**config.mk**
```make
export PLATFORM = sky130hd
export DESIGN_NAME = fft_mux_seq_ctrl
export DESIGN_NICKNAME = d
export VERILOG_FILES = /design/src/rtl/fft_mux_pkg.sv /design/src/rtl/fft_sync_fifo.sv /design/src/rtl/fft_mux_seq_ctrl.sv
export SDC_FILE = /design/constraint.sdc
export NUM_CORES = 1
export LEC_CHECK = 0
export CAP_MARGIN = 20
export CORE_UTILIZATION = 52
export DETAILED_ROUTE_END_ITERATION = 16
export PLACE_DENSITY = 0.82
export SLEW_MARGIN = 15
export SYNTH_ARGS = -nofsm -noshare
export SYNTH_HDL_FRONTEND = slang
export SYNTH_SLANG_ARGS = --single-unit
```
**constraint.sdc**
```tcl
create_clock -name clk -period 2.16 [get_ports clk]
set_input_delay 0.432 -clock clk [delete_from_list [all_inputs] [get_ports clk]]
set_output_delay 0.432 -clock clk [all_outputs]
set_load 0.01 [all_outputs]
```
**src/rtl/fft_mux_pkg.sv**
```systemverilog
// Shared types and helpers for the FFT mux/demux sequencer.
package fft_mux_pkg;

  typedef enum logic [1:0] {
    IDLE  = 2'd0,
    RUN   = 2'd1,
    DRAIN = 2'd2
  } state_t;

  localparam int unsigned FFT_MUX_LATENCY = 3;
  localparam int unsigned BITREV_MAX_W    = 16;

  // Reverse the low w bits of a; bits at and above w come back as zero.
  function automatic logic [BITREV_MAX_W-1:0] bitrev(input logic [BITREV_MAX_W-1:0] a,
                                                      input int unsigned w);
    logic [BITREV_MAX_W-1:0] r;
    r = '0;
    for (int unsigned i = 0; i < BITREV_MAX_W; i++) begin
      if (i < w) r[i] = a[w-1-i];
    end
    return r;
  endfunction

endpackage

```
**src/rtl/fft_sync_fifo.sv**
```systemverilog
// Synchronous FIFO with a registered head word: read data and empty come
// straight from flops and hold while the head is not popped.
module fft_sync_fifo #(
  parameter int unsigned WIDTH = 9,
  parameter int unsigned DEPTH = 8
) (
  input  logic                           clk,
  input  logic                           rst,
  input  logic                           i_wr,
  input  logic [WIDTH-1:0]               i_wdata,
  input  logic                           i_rd,
  output logic [WIDTH-1:0]               o_rdata,
  output logic                           o_empty,
  output logic                           o_full,
  output logic [$clog2(DEPTH+1)-1:0]     o_count
);

  localparam int unsigned AW = $clog2(DEPTH);
  localparam int unsigned CW = $clog2(DEPTH+1);

  logic [WIDTH-1:0] r_mem [DEPTH];
  logic [AW-1:0]    r_wr_ptr;
  logic [AW-1:0]    r_rd_ptr;
  logic [CW-1:0]    r_count;
  logic [WIDTH-1:0] r_rdata;
  logic             r_empty;

  logic             w_rd;
  logic [AW-1:0]    w_rd_ptr_n;
  logic [CW-1:0]    w_count_n;
  logic [WIDTH-1:0] w_head_n;

  // Next head word: a write landing exactly on the new read slot bypasses the array.
  always_comb begin
    w_rd       = i_rd && !r_empty;
    w_rd_ptr_n = r_rd_ptr + AW'(w_rd);
    w_count_n  = r_count + CW'(i_wr) - CW'(w_rd);
    if (i_wr && (r_wr_ptr == w_rd_ptr_n)) w_head_n = i_wdata;
    else                                  w_head_n = r_mem[w_rd_ptr_n];
  end

  always_ff @(posedge clk) begin
    if (i_wr) r_mem[r_wr_ptr] <= i_wdata;
  end

  always_ff @(posedge clk) begin
    if (rst) begin
      r_wr_ptr <= '0;
      r_rd_ptr <= '0;
      r_count  <= '0;
      r_rdata  <= '0;
      r_empty  <= 1'b1;
    end else begin
      r_wr_ptr <= r_wr_ptr + AW'(i_wr);
      r_rd_ptr <= w_rd_ptr_n;
      r_count  <= w_count_n;
      r_rdata  <= w_head_n;
      r_empty  <= (w_count_n == '0);
    end
  end

  assign o_rdata = r_rdata;
  assign o_empty = r_empty;
  assign o_full  = (r_count == CW'(DEPTH));
  assign o_count = r_count;

endmodule

```
**src/rtl/fft_mux_seq_ctrl.sv**
```systemverilog
// Frame sequencer for the pipelined FFT mux: issues sel in natural or
// bit-reversed order under FIFO credit control and streams the mux output.
module fft_mux_seq_ctrl
  import fft_mux_pkg::*;
#(
  parameter int unsigned N_LOG2     = 11,
  parameter int unsigned DATA_WIDTH = 8,
  parameter int unsigned LATENCY    = FFT_MUX_LATENCY,
  parameter int unsigned FIFO_DEPTH = 8
) (
  input  logic                  clk,
  input  logic                  rst,
  input  logic                  start_i,
  input  logic                  bitrev_i,
  output logic                  busy_o,
  output logic                  done_o,
  output logic [N_LOG2-1:0]     sel_o,
  input  logic [DATA_WIDTH-1:0] mux_data_i,
  output logic [DATA_WIDTH-1:0] m_data_o,
  output logic                  m_valid_o,
  input  logic                  m_ready_i,
  output logic                  m_last_o
);

  localparam int unsigned CW = $clog2(FIFO_DEPTH+1);
  localparam int unsigned FW = DATA_WIDTH + 1;
  localparam logic [N_LOG2-1:0] CNT_LAST = '1;

  state_t              r_state, w_state_n;
  logic [N_LOG2-1:0]   r_cnt, w_cnt_n;
  logic [N_LOG2-1:0]   r_sel, w_sel_n;
  logic [N_LOG2-1:0]   w_cnt_rev;
  logic                r_bitrev, w_bitrev_n;
  logic                r_busy, w_busy_n;
  logic                r_done, w_done_n;
  logic                w_issue;
  logic                w_pop;
  logic [CW-1:0]       r_credits;
  // Bit 0 lines up with sel_o; bit LATENCY lines up with mux_data_i.
  logic [LATENCY:0]    r_vld_sr;
  logic [LATENCY:0]    r_last_sr;

  logic [FW-1:0]       w_fifo_rdata;
  logic                w_fifo_empty;
  logic                w_fifo_full;
  logic [CW-1:0]       w_fifo_count;

  assign w_cnt_rev = N_LOG2'(bitrev(BITREV_MAX_W'(r_cnt), N_LOG2));
  assign w_pop     = m_valid_o && m_ready_i;

  always_ff @(posedge clk) begin
    if (rst) begin
      r_state  <= IDLE;
      r_cnt    <= '0;
      r_sel    <= '0;
      r_bitrev <= 1'b0;
      r_busy   <= 1'b0;
      r_done   <= 1'b0;
    end else begin
      r_state  <= w_state_n;
      r_cnt    <= w_cnt_n;
      r_sel    <= w_sel_n;
      r_bitrev <= w_bitrev_n;
      r_busy   <= w_busy_n;
      r_done   <= w_done_n;
    end
  end

  always_comb begin
    w_state_n  = r_state;
    w_cnt_n    = r_cnt;
    w_sel_n    = r_sel;
    w_bitrev_n = r_bitrev;
    w_done_n   = 1'b0;
    w_issue    = 1'b0;
    case (r_state)
      IDLE: begin
        if (start_i) begin
          w_bitrev_n = bitrev_i;
          w_cnt_n    = '0;
          w_state_n  = RUN;
        end
      end
      RUN: begin
        if (r_credits != '0) begin
          w_issue = 1'b1;
          w_sel_n = r_bitrev ? w_cnt_rev : r_cnt;
          w_cnt_n = r_cnt + 1'b1;
          if (r_cnt == CNT_LAST) w_state_n = DRAIN;
        end
      end
      DRAIN: begin
        if (w_pop && m_last_o) begin
          w_state_n = IDLE;
          w_done_n  = 1'b1;
        end
      end
      default: w_state_n = IDLE;
    endcase
    w_busy_n = (w_state_n != IDLE);
  end

  // Mux latency tracking and credit accounting; neither ever stalls.
  always_ff @(posedge clk) begin
    if (rst) begin
      r_vld_sr  <= '0;
      r_last_sr <= '0;
      r_credits <= CW'(FIFO_DEPTH);
    end else begin
      r_vld_sr  <= {r_vld_sr[LATENCY-1:0], w_issue};
      r_last_sr <= {r_last_sr[LATENCY-1:0], w_issue && (r_cnt == CNT_LAST)};
      case ({w_issue, w_pop})
        2'b10:   r_credits <= r_credits - 1'b1;
        2'b01:   r_credits <= r_credits + 1'b1;
        default: r_credits <= r_credits;
      endcase
    end
  end

  fft_sync_fifo #(
    .WIDTH (FW),
    .DEPTH (FIFO_DEPTH)
  ) u_fifo (
    .clk     (clk),
    .rst     (rst),
    .i_wr    (r_vld_sr[LATENCY]),
    .i_wdata ({r_last_sr[LATENCY], mux_data_i}),
    .i_rd    (m_ready_i),
    .o_rdata (w_fifo_rdata),
    .o_empty (w_fifo_empty),
    .o_full  (w_fifo_full),
    .o_count (w_fifo_count)
  );

  assign busy_o    = r_busy;
  assign done_o    = r_done;
  assign sel_o     = r_sel;
  assign m_data_o  = w_fifo_rdata[DATA_WIDTH-1:0];
  assign m_last_o  = w_fifo_rdata[DATA_WIDTH];
  assign m_valid_o = !w_fifo_empty;

  a_no_overflow: assert property (@(posedge clk) disable iff (rst)
    !(r_vld_sr[LATENCY] && w_fifo_full));

  // Every credit is either free, in flight through the mux, or parked in the FIFO.
  a_credit_conservation: assert property (@(posedge clk) disable iff (rst)
    (int'(r_credits) + int'(w_fifo_count) + $countones(r_vld_sr)) == int'(FIFO_DEPTH));

endmodule

```
# Word-level counts from Yosys, hierarchy flattened
# Memories as Yosys holds them, arrays and structs flattened. A register that Yosys moved wholly into a read port is not among the register bits.
# Cells that the tools add are included.
dict set report totals {
  reg_bits 50
  input_bits 13
  output_inout_bits 23
  memories 1
  elab_cells 58
  ramBits 72
}
# memory words width rd rd_clocked_by_memory_dff wr line_no
set memory_table {}
lappend memory_table {u_fifo.r_mem 8 9 1 1 1 fft_sync_fifo.sv:21} ;# logic [WIDTH-1:0] r_mem [DEPTH];
dict set report op_classes {
  n_bitwise 1
  n_eq_ne 7
  n_addsub 7
  mux 15
  n_reduce_logical 14
}
# cell count
set op_table {}
lappend op_table {{2-to-1 mux 11 bit} 3}
lappend op_table {{one-hot mux 11 bit (2 select lines)} 1}
lappend op_table {{adder 11 x 1 -> 11 bit (second input constant)} 1}
lappend op_table {{equality test 11 bit (second input constant)} 1}
lappend op_table {{2-to-1 mux 2 bit} 4}
lappend op_table {{one-hot mux 4 bit (2 select lines)} 1}
lappend op_table {{adder 3 x 1 -> 3 bit} 2}
lappend op_table {{one-hot mux 2 bit (3 select lines)} 1}
lappend op_table {{nonzero test 2 bit} 3}
lappend op_table {{2-to-1 mux 1 bit} 5}
lappend op_table {{adder 4 x 1 -> 4 bit} 1}
lappend op_table {{adder 4 x 1 -> 4 bit (second input constant)} 1}
lappend op_table {{equality test 2 x 1 -> 1 bit (second input constant)} 2}
lappend op_table {{equality test 2 bit (second input constant)} 2}
lappend op_table {{zero test 4 bit} 1}
lappend op_table {{!= test 2 bit (second input constant)} 2}
lappend op_table {{AND reduction 2 bit} 2}
lappend op_table {{nonzero test 4 bit} 1}
lappend op_table {{subtractor 4 x 1 -> 4 bit} 1}
lappend op_table {{subtractor 4 x 1 -> 4 bit (second input constant)} 1}
lappend op_table {{logical AND 1 bit} 3}
lappend op_table {{AND reduction 3 bit} 1}
lappend op_table {{zero test 2 bit} 1}
lappend op_table {{OR reduction 2 bit} 1}
lappend op_table {{2 further kinds} 2}

# Longest topological paths before layout
# Gate-level depths: netlist of run 1.
dict set report depth {
  ltp_word 6
  mapped_depth 10
  depth_no_buf 10
}

# Hierarchy
# A second synthesis of run 1 with hierarchy kept.
dict set report unflattened {
  cells_unflattened 368
  area_unflattened_um2 5291.3
}
# module n_inst seq_area_each_um2 cells_each area_per_inst_um2
set modules_own_cells {}
lappend modules_own_cells {fft_sync_fifo 1 2562.5 188 3580.9}
lappend modules_own_cells {fft_mux_seq_ctrl 1 780.7 180 1710.4}

# Least setup slack after synthesis of run 1
# OpenSTA, ideal clock, no wires.
dict set report synth_timing {
  path_kind {register -> register}
  startpoint {register r_credits[0]}
  endpoint {register r_credits[3]}
  required_time_ps 2088
  path_buffers 0
  period_less_slack_ps 2304
  arrival_time_ps 2233
  setup_slack_ps -144
  path_stages_with_launch 11
  setup_time_ps 72
  cell_sequence {dfxtp_1 o41ai_1 nor2_1 inv_1 ha_1 inv_1 ha_1 a21o_1 a21oi_1 mux2i_1 mux2i_1}
}
dict set report synth_between {
  elab_chain_len 5
  word_cells_on_any_way 9
  classes_between {add/sub (2); eq/ne (2); mux (3); reduce/logical (2)}
}
# element line_no
set synth_lines {}
lappend synth_lines {{from (decl)} fft_mux_seq_ctrl.sv:38} ;# logic [CW-1:0] r_credits;
lappend synth_lines {{from (signal assigned)} fft_mux_seq_ctrl.sv:108} ;# r_credits <= CW'(FIFO_DEPTH);
lappend synth_lines {{from (signal assigned)} fft_mux_seq_ctrl.sv:113} ;# 2'b10: r_credits <= r_credits - 1'b1;
lappend synth_lines {{from (signal assigned)} fft_mux_seq_ctrl.sv:114} ;# 2'b01: r_credits <= r_credits + 1'b1;
lappend synth_lines {{nonzero test 4 bit} fft_mux_seq_ctrl.sv:85} ;# if (r_credits != '0) begin
lappend synth_lines {{2-to-1 mux 1 bit} fft_mux_seq_ctrl.sv:85}
lappend synth_lines {{2-to-1 mux 1 bit} fft_mux_seq_ctrl.sv:76} ;# case (r_state)
lappend synth_lines {{equality test 2 x 1 -> 1 bit or equality test 2 bit (tied branches)} fft_mux_seq_ctrl.sv:112} ;# case ({w_issue, w_pop})
lappend synth_lines {{one-hot mux 4 bit (2 select lines) or nonzero test 2 bit (tied branches)} -}
# Parallel ways exist; a longest one is shown, timed or not.
# A chain may end at the register's enable or synchronous reset.

# Worst setup path after layout of run 1
# Same ends and word-level chain as after synthesis.

==> out/qor.yml, run 1 <==
outcome: "complete, but fails checks"
violations: "negative setup slack"
ys_seq_area_share_pct: 63.6
die_w_um: 103
clockPowerShare_pct: 37.7
final_layout_size_suffix_gt1_share_pct: 25.9
cp_cell_sequence: "o41ai_4 > nor2_2 > inv_2 > ha_4 > inv_4 > ha_4 > a21o_1 > a21oi_2 > mux2i_1 > mux2i_1"
grt_max_degree: 27
worst_slew_margin_rel_pct: 59.5
syn-cell-area_mm2: 0.00526
hold_buffers: 0
antenna_found_initial: 0
fp.dieArea_mm2: 0.0105
port_buffers: 35
worst-setup-path-type: "register to register"
clk_pin_slew_ns: 0.06
final_hold_viol_count: 0
final_cells: 619
synthDistinctLibCells: 47
leakage_nw: 2.45
seq_area_mm2: 0.00334
synth_edf_count: 72
dieHeight_um: 103
p_sw_w: 0.00202
maxCapViolations: 0
final_design_area_no_fill_mm2: 0.00680
root_buffer: "clkbuf_8"
synth.most_common_cell: "edfxtp_1"
max_freq_mhz: 462
numCtsBuffers: 17
ys_async_sr_fraction_pct: 0
comb_power_share_pct: 24.3
start_util_pct: 53.8
required_ns: 2.61
io_pins: 36
yosysWarnings: 0
synth_common_cells: "edfxtp_1, dfxtp_1, nor2_1"
synth.avg_cell_area_um2: 13.6
internal_power_w: 0.00563
grt_util_met1_pct: 26.9
drv_slew: 0
worstHoldPathType: "input port to register"
finClkSkew_ns: 0.00891
numPlacedInstances: 572
synth_cells: 386
multiInputGateArea_mm2: 0.00189
drc: 0
antenna_cells: 0
p_total_w: 0.00766
drtPass1Iterations: 5
wirelength_um: 11000
cts_buffer_depth: 2
synth_top_cell_area_share_pct: 41.1
drt_iter0_markers: 148
synth_ff_type: "edfxtp_1"
via_per_inst: 5.51
cp_data_arrival_time_ns: 2.62
area_growth_pct: 29.4
worstSetupEndpointType: "register"
fp-row-count: 36
power_frac_seq_pct: 38.0
start_kind: "register"
placed_area_mm2: 0.00600
dp_hpwl_um: 6820
finalNetCount: 500
grt_setup_unrepaired: "yes"
gr-total-overflow: 0
critPathSlowestCell: "o41ai_4"
critPathMaxStageDelay_ns: 0.39
gp_congestion: 0.802
tightest_slew_ns: 0.607
fill_cells: 633
synth_nets: 413
vdd_drop_max_v: 0.00125
grt_pass1_vias: 3480
ys_top_cells_by_area: "edfxtp_1, dfxtp_1, mux4_2"
min_period_ns: 2.16
coreArea_mm2: 0.00977
detail-route-antenna-nets: 0
worst_slack_ns: -0.00303
yosysTopAreaCell: "edfxtp_1"
post-route-util_pct: 69.6
setup_viol: 1
grt_use_met2_pct: 38.6
insertion_delay_ns: 0.53
power_density_mw_per_mm2: 1130
wl_per_cell_um: 17.8
htree_levels: 4
cts_tree: "done"
routed-via-count: 3411
yosys_register_bits: 131
globalRoute.busiestLayer: "met2"
use_met3_pct: 6.92
grt_pass1_wl_um: 17300
crit_fanout: 4
tns_ns: -0.00303
fin_crit_sh_pct: 100
numClockSinks: 131
grt_use_total_pct: 23.0
swShare_pct: 26.4
-- per-stage QoR --
stage / hold WS [ns] / setup slack, ns
finish: 0.384 / -0.00303
global route: 0.406 / -0.0644
CTS: 0.357 / -0.0547
detailed placement: 0.423 / -0.479
global placement: 0.431 / -0.393
floorplan: 0.414 / 0.00888
-- repair_timing --
action,in CTS,in global routing
gates resized for setup,8,13
pin swaps,5,6
endpoints found under the setup margin,2,24
hold endpoints to repair,0,0
buffers inserted,16,1
-- metal layers --
layer,part of all wire (%),up-vias
li1,-,1604
met1,39,1670
met2,52,107
met3,5.5,30
met4,2.9,0
met5,0,-
-- power groups by stage --
stage	sequential, W	combinational, W	clock [W]
after floorplan	0.00296	0.00103	0
after global placement	0.00293	0.00163	0
after detailed placement	0.00293	0.00170	0
after CTS	0.00289	0.00182	0.00294
after global routing	0.00292	0.00203	0.00303
final	0.00291	0.00186	0.00288
-- final cells by class --
type | count | area share, %
sequential | 131 | 49.2
timing repair buffer | 85 | 11.1
multi-input combinational | 227 | 27.7
clock inverter | 14 | 2.56
inverter | 11 | 0.644
tap | 133 | 2.45
clock buffer | 18 | 6.29
-- cells in the final DEF (no fill, tap or decap), drive strengths merged, types with 4 or more instances in the layout --
master / n
ha: 12
nand4: 7
mux4: 18
buf: 51
xor2: 6
nand2: 28
dfxtp: 59
nor2b: 12
clkdlybuf4s50: 34
nor3: 5
clkbuf: 18
nor2: 49
a211oi: 10
nand3: 4
a311oi: 9
a21oi: 12
mux2i: 14
inv: 16
xnor2: 8
edfxtp: 72
-- cell families after synthesis --
| kind of cell | count (synthesis) | synth area share (%) |
|---|---|---|
| muxes | 32 | 10.4 |
| DFF | 131 | 63.6 |
| xor gates and xnor gates | 15 | 2.76 |
| buffers and inverters | 28 | 2.38 |
| adders and majority gates | 14 | 3.62 |
| and+or+nand+nor | 122 | 11.1 |
| AOI/OAI and AO/OA | 44 | 6.10 |
-- path summary, 6_finish.rpt --
check	startpoint	end	slack [ns]	cells past startpoint
worst max-delay path	r_credits[0]$_SDFFE_PP0P_	r_credits[3]$_SDFFE_PP1P_	-0.003	10
worst min-delay path	rst	u_fifo.o_count[0]$_SDFF_PP0_	0.38	3
worst max register to register	r_credits[0]$_SDFFE_PP0P_	r_credits[3]$_SDFFE_PP1P_	-0.003	10
worst min register to register	r_vld_sr[2]$_SDFF_PP0_	r_vld_sr[3]$_SDFF_PP0_	0.45	1
-- registers in the layout (all words and copies together) (netlist names), 3 cells and up --
register	flops
r_vld_sr	4
u_fifo.o_count	4
r_last_sr	4
u_fifo.o_rdata	9
u_fifo.r_mem	72
u_fifo.r_rd_ptr	3
u_fifo.r_wr_ptr	3
r_cnt	11
sel_o	11
r_credits	4
-- worst max-delay path, delay by kind of cell, from the launching register on --
kind                       cells  cell delay (ns)
AOI/OAI and AO/OA              3             0.69
muxes                          2             0.43
adders and majority gates      2             0.36
DFF                            1             0.33
buffers and inverters          2             0.16
and+or+nand+nor                1             0.11
No activity file was read; power rests on OpenSTA's default activity.
==> run 2, diff against run 1 <==
--- a/config.mk
+++ b/config.mk
@@ -7,6 +7,7 @@
 export LEC_CHECK = 0
 export CAP_MARGIN = 20
 export CORE_UTILIZATION = 52
+export CTS_CLUSTER_SIZE = 25
 export DETAILED_ROUTE_END_ITERATION = 16
 export PLACE_DENSITY = 0.82
 export SLEW_MARGIN = 15
==> results of run 2 <==
The final DEF is identical to that of run 1; final timing and power are the same.
==> run 3, diff against run 2 <==
--- a/config.mk
+++ b/config.mk
@@ -10,6 +10,7 @@
 export CTS_CLUSTER_SIZE = 25
 export DETAILED_ROUTE_END_ITERATION = 16
 export PLACE_DENSITY = 0.82
+export RECOVER_POWER = 100
 export SLEW_MARGIN = 15
 export SYNTH_ARGS = -nofsm -noshare
 export SYNTH_HDL_FRONTEND = slang
==> run 3 against run 2 <==
The run still ends with negative setup slack left. Power about the same. Die area unchanged. Worst setup slack about the same. Register-to-register slack about the same. Sequential power about the same. Flip-flop and latch count unchanged. Wire length about the same. Non-clock buffer count unchanged. Critical path depth unchanged. Largest cell class unchanged.
==> out/qor.yml, run 3 (synthesis results as in run 1) <==
dieHeight_um: 103  # unchanged
gp_congestion: 0.802  # unchanged
wl_per_cell_um: 17.8  # about the same
worstHoldPathType: "input port to register"
required_ns: 2.61  # about the same
clk_pin_slew_ns: 0.06  # about the same
drt_iter0_markers: 150  # +1.4%
insertion_delay_ns: 0.52  # about the same
min_period_ns: 2.16  # +0.000127 ns
post-route-util_pct: 69.6  # unchanged
antenna_cells: 0  # unchanged
fin_crit_sh_pct: 100  # about the same
leakage_nw: 2.45  # about the same
violations: "negative setup slack"
final_layout_size_suffix_gt1_share_pct: 25.9  # unchanged
critPathMaxStageDelay_ns: 0.39  # about the same
placed_area_mm2: 0.00600  # unchanged
cts_tree: "done"
htree_levels: 4  # unchanged
cp_top_family: "compound AO/OA/AOI/OAI gates"
start_kind: "register"
critPathSlowestCell: "o41ai_4"
grt_setup_unrepaired: "yes"
die_w_um: 103  # unchanged
final_design_area_no_fill_mm2: 0.00680  # unchanged
largest_reg_flops: 72  # unchanged
swShare_pct: 26.4  # about the same
numPlacedInstances: 572  # unchanged
comb_power_share_pct: 24.3  # about the same
antenna_found_initial: 0  # unchanged
cts_buffer_depth: 2  # unchanged
tightest_slew_ns: 0.607  # -0.0000582 ns
detail-route-antenna-nets: 0  # unchanged
cp_cell_sequence: "o41ai_4 > nor2_2 > inv_2 > ha_4 > inv_4 > ha_4 > a21o_1 > a21oi_2 > mux2i_1 > mux2i_1"
gr-total-overflow: 0  # unchanged
outcome: "complete, but fails checks"
start_util_pct: 53.8  # unchanged
worst-setup-path-type: "register to register"
finalNetCount: 500  # unchanged
max_freq_mhz: 462  # about the same
drc: 0  # unchanged
port_buffers: 35  # unchanged
drv_slew: 0  # unchanged
vdd_drop_max_v: 0.00125  # about the same
path_buf_inv: 2  # unchanged
setup_viol: 1  # unchanged
area_growth_pct: 29.4  # unchanged
final_cells: 619  # unchanged
fp.dieArea_mm2: 0.0105  # unchanged
crit_fanout: 4  # unchanged
root_buffer: "clkbuf_8"
maxCapViolations: 0  # unchanged
grt_use_total_pct: 23.0  # unchanged
via_per_inst: 5.52  # +0.15%
fp-row-count: 36  # unchanged
clockPowerShare_pct: 37.7  # about the same
p_sw_w: 0.00202  # -0.11%
tns_ns: -0.00316  # -0.000127 ns
final_hold_viol_count: 0  # unchanged
coreArea_mm2: 0.00977  # unchanged
io_pins: 36  # unchanged
internal_power_w: 0.00563  # about the same
hold_buffers: 0  # unchanged
worstSetupEndpointType: "register"
routed-via-count: 3416  # +0.15%
numClockSinks: 131  # unchanged
finClkSkew_ns: 0.00879  # -0.000122 ns
layout_commonest_cell: "edfxtp_1"
cp_data_arrival_time_ns: 2.62  # about the same
dp_hpwl_um: 6820  # unchanged
grt_pass1_wl_um: 17300  # unchanged
wirelength_um: 11000  # about the same
grt_max_degree: 27  # unchanged
layout_common_cells: "edfxtp_1, dfxtp_1, buf_4, nor2_1, nand2_1"
worst_slew_margin_rel_pct: 59.5  # about the same
largest_register: "u_fifo.r_mem"
grt_pass1_vias: 3480  # unchanged
worst_slack_ns: -0.00316  # -0.000127 ns
fill_cells: 633  # unchanged
numCtsBuffers: 17  # unchanged
power_density_mw_per_mm2: 1120  # about the same
drtPass1Iterations: 5  # unchanged
power_frac_seq_pct: 38.0  # about the same
## run 3: changes by cell type in the layout (fill, tap and decap cells not counted), sizes merged
| cell | change |
|---|---|
| dlygate4sd3 | +8 |
| clkdlybuf4s50 | -8 |
## run 3: tightest hold or removal path, delay by kind of cell
kind	cells	cell delay [ns]
buffers and inverters	2	0.33
and+or+nand+nor	1	0.10
## run 3: timing repair
item / 4_1_cts / 5_1_grt
cloned: 0 / 0
setup buffers: 16 / 1
resized for setup: 8 / 13
setup endpoints to repair: 2 / 24
pin swaps: 5 / 6
## run 3: final timing paths
path,slack [ns],start,cells past startpoint,end
max,-0.003,r_credits[0]$_SDFFE_PP0P_,10,r_credits[3]$_SDFFE_PP1P_
min reg2reg,0.45,r_vld_sr[2]$_SDFF_PP0_,1,r_vld_sr[3]$_SDFF_PP0_
max reg2reg,-0.003,r_credits[0]$_SDFFE_PP0P_,10,r_credits[3]$_SDFFE_PP1P_
min,0.39,rst,3,u_fifo.o_count[0]$_SDFF_PP0_
## run 3: layout make-up
type | count | area (um^2) | area share, %
clock buffer | 18 | 428 | 6.29
clock inverter | 14 | 174 | 2.56
inverter | 11 | 43.8 | 0.644
multi-input combinational | 227 | 1890 | 27.7
sequential | 131 | 3340 | 49.2
tap | 133 | 166 | 2.45
timing repair buffer | 85 | 758 | 11.1
## run 3: power groups by stage
stage	logic (W)	registers, W	clock network, W
2_1_floorplan	0.00103	0.00296	0
3_3_place_gp	0.00163	0.00293	0
3_5_place_dp	0.00170	0.00293	0
4_1_cts	0.00182	0.00289	0.00294
5_1_grt	0.00203	0.00292	0.00303
6_report	0.00186	0.00291	0.00288
## run 3: layer usage
metal  routed length (um)  share of wire [%]  global-route usage (%)
met5                    0                  0                       0
met4                  306                2.8                    11.8
met3                  583                5.3                    6.92
met2                 5760                 52                    38.6
met1                 4350                 40                    26.9
## run 3: through the flow
step | power (W) | setup slack (ns) | hold slack, ns
2_1_floorplan | 0.00399 | 0.00888 | 0.414
3_3_place_gp | 0.00456 | -0.393 | 0.431
6_report | 0.00765 | -0.00316 | 0.386
4_1_cts | 0.00764 | -0.0547 | 0.357
5_1_grt | 0.00798 | -0.0644 | 0.406
3_5_place_dp | 0.00463 | -0.479 | 0.423
